`src/rtl/branch_resolve_ctrl_pkg.sv`:
```
// Shared encodings for D-stage branch resolution: condition codes and controller states.
// Latency: n/a (types and constants only).
// Backpressure: n/a.
package branch_resolve_ctrl_pkg;

    // Branch condition codes as decoded in D; codes 6 and 7 are unused and resolve not-taken
    localparam logic [2:0] BR_BEQ  = 3'd0;
    localparam logic [2:0] BR_BNE  = 3'd1;
    localparam logic [2:0] BR_BLEZ = 3'd2;
    localparam logic [2:0] BR_BGTZ = 3'd3;
    localparam logic [2:0] BR_BLTZ = 3'd4;
    localparam logic [2:0] BR_BGEZ = 3'd5;

    typedef enum logic [1:0] {
        ST_IDLE     = 2'd0,
        ST_WAIT     = 2'd1,
        ST_RESOLVED = 2'd2
    } br_state_t;

endpackage

```
`src/rtl/branch_resolve_ctrl_cond.sv`:
```
// Branch condition evaluation from the comparator result and the rs sign bit.
// Latency: purely combinational.
// Backpressure: none; need_rt tells the controller whether rt readiness matters.
module branch_cond
    import branch_resolve_ctrl_pkg::*;
(
    input  logic [2:0] br_type,
    input  logic       rs_sign,
    input  logic       cmp_eq,
    output logic       taken,
    output logic       need_rt
);

    // Decode the condition; the comparator sees rt for BEQ/BNE and zero otherwise
    always_comb begin
        taken   = 1'b0;
        need_rt = 1'b0;
        case (br_type)
            BR_BEQ: begin
                taken   = cmp_eq;
                need_rt = 1'b1;
            end
            BR_BNE: begin
                taken   = ~cmp_eq;
                need_rt = 1'b1;
            end
            BR_BLEZ: taken = rs_sign | cmp_eq;
            BR_BGTZ: taken = ~rs_sign & ~cmp_eq;
            BR_BLTZ: taken = rs_sign;
            BR_BGEZ: taken = ~rs_sign;
            default: taken = 1'b0;
        endcase
    end

endmodule

```
`src/rtl/branch_resolve_ctrl.sv`:
```
// D-stage branch resolution: steers the shared comparator, owns the branch-operand stall, issues PC redirect.
// Latency: operands ready (and D not held) in cycle N -> redirect_valid for exactly one cycle in N+1.
// Backpressure: stall_d holds D while operands are outstanding; d_hold defers resolution; flush kills it. Counters need BRANCH_PERF_EN.
module branch_resolve_ctrl
    import branch_resolve_ctrl_pkg::*;
#(
    parameter int DW     = 32,
    parameter int PERF_W = 32
) (
    input  logic              clk,
    input  logic              rst_n,
    input  logic              br_valid,
    input  logic [2:0]        br_type,
    input  logic [DW-1:0]     br_target,
    input  logic [DW-1:0]     rs_val,
    input  logic [DW-1:0]     rt_val,
    input  logic              rs_ready,
    input  logic              rt_ready,
    input  logic              d_hold,
    input  logic              flush,
    output logic [DW-1:0]     cmp1,
    output logic [DW-1:0]     cmp2,
    input  logic              cmp_eq,
    output logic              stall_d,
    output logic              redirect_valid,
    output logic [DW-1:0]     redirect_pc,
    output logic              busy,
    output logic [PERF_W-1:0] perf_taken,
    output logic [PERF_W-1:0] perf_not_taken,
    output logic [PERF_W-1:0] perf_stall
);

    br_state_t     state;
    logic          taken;
    logic          need_rt;
    logic          ops_ok;
    logic          resolve;
    logic          taken_q;
    logic [DW-1:0] pc_q;

    branch_cond u_cond (
        .br_type (br_type),
        .rs_sign (rs_val[DW-1]),
        .cmp_eq  (cmp_eq),
        .taken   (taken),
        .need_rt (need_rt)
    );

    // Comparator steering, operand readiness, stall request and redirect gating
    always_comb begin
        cmp1 = '0;
        cmp2 = '0;
        if (br_valid) begin
            cmp1 = rs_val;
            if (need_rt) begin
                cmp2 = rt_val;
            end
        end
        ops_ok  = rs_ready & (rt_ready | ~need_rt);
        // The instruction in D during RESOLVED is the delay slot, never a branch
        stall_d = br_valid & ~ops_ok & (state != ST_RESOLVED);
        resolve = br_valid & ops_ok & ~d_hold & ~flush & (state != ST_RESOLVED);
        // A flush arriving in the redirect cycle must still suppress the redirect
        redirect_valid = (state == ST_RESOLVED) & taken_q & ~flush;
        redirect_pc    = redirect_valid ? pc_q : '0;
        busy           = (state != ST_IDLE);
    end

    // Controller FSM; the decision and target are captured on the edge into RESOLVED
    always_ff @(posedge clk) begin
        if (!rst_n) begin
            state   <= ST_IDLE;
            taken_q <= 1'b0;
            pc_q    <= '0;
        end else if (flush) begin
            state   <= ST_IDLE;
            taken_q <= 1'b0;
            pc_q    <= '0;
        end else begin
            taken_q <= 1'b0;
            pc_q    <= '0;
            case (state)
                ST_IDLE: begin
                    if (br_valid && !ops_ok) begin
                        state <= ST_WAIT;
                    end else if (resolve) begin
                        state   <= ST_RESOLVED;
                        taken_q <= taken;
                        pc_q    <= taken ? br_target : '0;
                    end
                end
                ST_WAIT: begin
                    if (!br_valid) begin
                        state <= ST_IDLE;
                    end else if (resolve) begin
                        state   <= ST_RESOLVED;
                        taken_q <= taken;
                        pc_q    <= taken ? br_target : '0;
                    end
                end
                ST_RESOLVED: state <= ST_IDLE;
                default:     state <= ST_IDLE;
            endcase
        end
    end

`ifdef BRANCH_PERF_EN
    logic [PERF_W-1:0] taken_cnt;
    logic [PERF_W-1:0] not_taken_cnt;
    logic [PERF_W-1:0] stall_cnt;

    // Resolutions are tallied as the RESOLVED cycle completes, so one flushed in that cycle is not counted
    always_ff @(posedge clk) begin
        if (!rst_n) begin
            taken_cnt     <= '0;
            not_taken_cnt <= '0;
            stall_cnt     <= '0;
        end else begin
            if (state == ST_RESOLVED && !flush) begin
                if (taken_q) begin
                    taken_cnt <= taken_cnt + PERF_W'(1);
                end else begin
                    not_taken_cnt <= not_taken_cnt + PERF_W'(1);
                end
            end
            if (stall_d) begin
                stall_cnt <= stall_cnt + PERF_W'(1);
            end
        end
    end

    assign perf_taken     = taken_cnt;
    assign perf_not_taken = not_taken_cnt;
    assign perf_stall     = stall_cnt;
`else
    assign perf_taken     = '0;
    assign perf_not_taken = '0;
    assign perf_stall     = '0;
`endif

endmodule

```
`config.mk`:
```
export PLATFORM = sky130hd
export DESIGN_NAME = branch_resolve_ctrl
export DESIGN_NICKNAME = d
export VERILOG_FILES = /design/src/rtl/branch_resolve_ctrl_pkg.sv /design/src/rtl/branch_resolve_ctrl_cond.sv /design/src/rtl/branch_resolve_ctrl.sv
export SDC_FILE = /design/constraint.sdc
export NUM_CORES = 1
export LEC_CHECK = 0
export CAP_MARGIN = 20
export CORE_AREA = 4 4 115 117
export DETAILED_ROUTE_END_ITERATION = 12
export DIE_AREA = 0 0 119 121
export GPL_ROUTABILITY_DRIVEN = 0
export PLACE_DENSITY = 0.73
export SYNTH_ARGS = -nofsm -noshare
export SYNTH_HDL_FRONTEND = slang
export SYNTH_SLANG_ARGS = --single-unit
```
`constraint.sdc`:
```
create_clock -name clk -period 3.6 [get_ports clk]
set_input_delay 0.72 -clock clk [delete_from_list [all_inputs] [get_ports clk]]
set_output_delay 0.72 -clock clk [all_outputs]
set_load 0.05 [all_outputs]
```
==> reports/qor.yml <==
synth.cells.most_frequent: "and2_1 (96), buf_4 (96), dfxtp_1 (35), nand2_1 (35), nor4_1 (30)"
post_drt_via_cell_ratio: 3.75
crit_path_max_delay_cell_type: "and3_1"
grt_first_pass_wirelength_um: 14500
clock_tree.root_cell: "clkbuf_16"
setup-tns-final_ns: 0
max-cap-violations: 0
n_antenna_cell: 0
cp-start-kind: "input pin"
postCtsHoldBufs: 0
worst-r2r-cell-count: 3
initial_core_util_pct: 21.6
clock-skew-final_ns: 0.00237
synth_cell_type_count: 24
synth.mux.area_fraction_pct: 0.375
hold_path.startpoint: "state[0]"
critPathMaxFanout: 32
critical_path_arrival_ns: 2.57
synth_fa_ha_area_share_pct: 0
first_global_vias: 2671
clkLatencyLatePin_ns: 0.27
max_stage_delay_ns: 0.71
reg_to_reg_end: "pc_q[17]"
timing.critical_path.required_ns: 2.88
clkSinkCount: 35
worst_ir_drop_vdd_mv: 0.157
reg2reg_setup_slack_ns: 1.93
syn-instance-count: 337
drtIter0Drc: 114
vias: 2642
cts_post_setup_buffers_inserted: 0
die_area_sq_mm: 0.0144
critical_path.endpoint_type: "output port"
critPathKind: "input pin to output port"
finalWirelength_um: 10000
max_slew.worst_pin.slew_ns: 0.967
total_leakage_power_nw: 2.36
hold_class: "flip-flop to flip-flop"
drt.antenna.violating_nets: 0
syn_avg_cell_area_sq_um: 7.92
synth_async_sr_flop_share_pct: 0
worst_setup_hold_path_clk_slew_ns: 0.05
status: "finished, final reports clean"
worstPathCellList: "clkdlybuf4s50_1 -> inv_1 -> and3_1 -> and2_1 -> buf_12"
regToRegStartpoint: "state[0]"
synth_simple_gate_area_share_pct: 39.2
cts-resized-gates: 0
synth-xor-area-share_pct: 0.328
place.port_buffers: 205
slew_violations: 0
ys_seq_elements: 35
boundaryPins: 302
rows: 41
antenna_found_initial: 0
cts_htree_levels: 2
cts_buffers: 5
tritoncts: "yes"
final_net_count: 638
syn2layout_area_growth_pct: 112
grt_max_degree: 36
drt-pass1-iter-count: 4
fin_util_pct: 45.8
average_wire_per_cell_in_the_routed_design_um: 14.3
die_x_um: 119
grt.overflow.total: 0
whs_path_depth: 2
post_route_cells_drive_above_1_share_pct: 22.7
synth_top_area_share_pct: 27.0
synth_top_cells_by_area: "buf_4 (27%), dfxtp_1 (26%), and2_1 (22%), nor4_1 (7.0%), nand2_1 (4.9%)"
fill_cells: 1155
remaining_drc_errors: 0
maxClockFrequency_mhz: 304
synth_warnings: 0
synth_top_family_by_area: "simple AND/OR/NAND/NOR gates"
synthDominantAreaCellType: "buf_4"
report.final.hold_viol_count: 0
die_height_um: 121
synth.cell_area_sq_mm: 0.00267
complex_gate_fraction_of_the_synthesized_area_pct: 1.59
min_delay_worst_endpoint: "state[0]"
timing.final.crit_share_pct: 91.3
number_of_enable_flip_flop_cells_after_synthesis: 0
timing.max_slew.rel_slack_pct: 35.4
hpwlAfterDp_um: 8490
grtUsageTotal_pct: 12.8
crit_start: "br_type[2]"
coreArea_sq_mm: 0.0124
synth_flop_cell: "dfxtp_1"
setup-violations-final: 0
synth_sequential_area_ratio_pct: 26.2
clock_tree.buffer_depth: 2
p_per_area_mw_per_mm2: 276
tmin_final_ns: 3.29
grt_setup_unrepaired: "no"
==> routing by layer <==
layer / global-route usage [%] / up-vias / wire length [um]
li1: - / 1270 / -
met1: 14.0 / 1224 / 3560
met2: 24.1 / 142 / 5530
met3: 4.29 / 6 / 881
met4: 2.24 / 0 / 70
met5: 0 / - / 0
==> registers in the layout, indices dropped and copies added (netlist names) <==
| name | cells |
|---|---|
| pc_q | 32 |
| taken_q | 1 |
| state | 2 |
==> cell families (layout without fill, tap and decap cells) <==
group / count (synthesis) / count (layout)
AND/OR/NAND/NOR: 175 / 175
buffers and inverters: 119 / 219
flip-flops: 35 / 35
other: 1 / 96
AO/OA/AOI/OAI: 5 / 5
multiplexers: 1 / 1
XOR/XNOR: 1 / 1
==> area by class of cell <==
type | count | area (sq um) | area share (%)
well taps | 172 | 215 | 3.80
repair buffers | 209 | 3060 | 54.1
flip-flops and latches | 35 | 701 | 12.4
multi-input cells | 278 | 1500 | 26.5
clock buffers | 6 | 139 | 2.45
inverters | 2 | 7.51 | 0.133
clock inverters | 2 | 35.0 | 0.619
==> per-stage QoR <==
step	setup WS, ns	area [sq um]	hold WS [ns]	std cells	power (mW)
6_report	0.313	5660	0.484	704	1.56
5_1_grt	0.103	5660	0.523	704	1.62
4_1_cts	0.254	5660	0.485	704	1.58
3_5_place_dp	0.258	5490	0.470	696	1.07
3_3_place_gp	0.367	5490	0.455	696	1.06
2_1_floorplan	1.08	3030	0.442	432	0.878
==> cells in the final DEF (no fill, tap or decap), types with 2 or more instances in the layout <==
cell,n
nand2b_1,2
buf_4,4
inv_1,2
and2_1,96
clkbuf_16,5
dfxtp_1,35
nor4_2,3
nor4_1,30
buf_12,98
nand2_1,35
clkdlybuf4s50_1,107
nor2_1,3
conb_1,96
==> critical path, delay by kind of cell <==
| kind | cells | cell delay, ns |
|---|---|---|
| and+or+nand+nor | 2 | 1.00 |
| buffers and inverters | 3 | 0.83 |
==> where the power goes <==
group / switching [mW] / internal [mW]
Combinational: 0.433 / 0.236
Sequential: 0.000967 / 0.390
Clock: 0.156 / 0.344
Total: 0.590 / 0.970
==> how the worst max path moves through the flow <==
stage / endpoint / slack (ns)
2_1_floorplan: stall_d / 1.08
3_5_place_dp: cmp2[4] / 0.26
4_1_cts: cmp2[14] / 0.25
6_report: cmp2[14] / 0.31
3_3_place_gp: cmp2[1] / 0.37
5_1_grt: cmp2[21] / 0.10
Power figures use the tool's default switching activity.
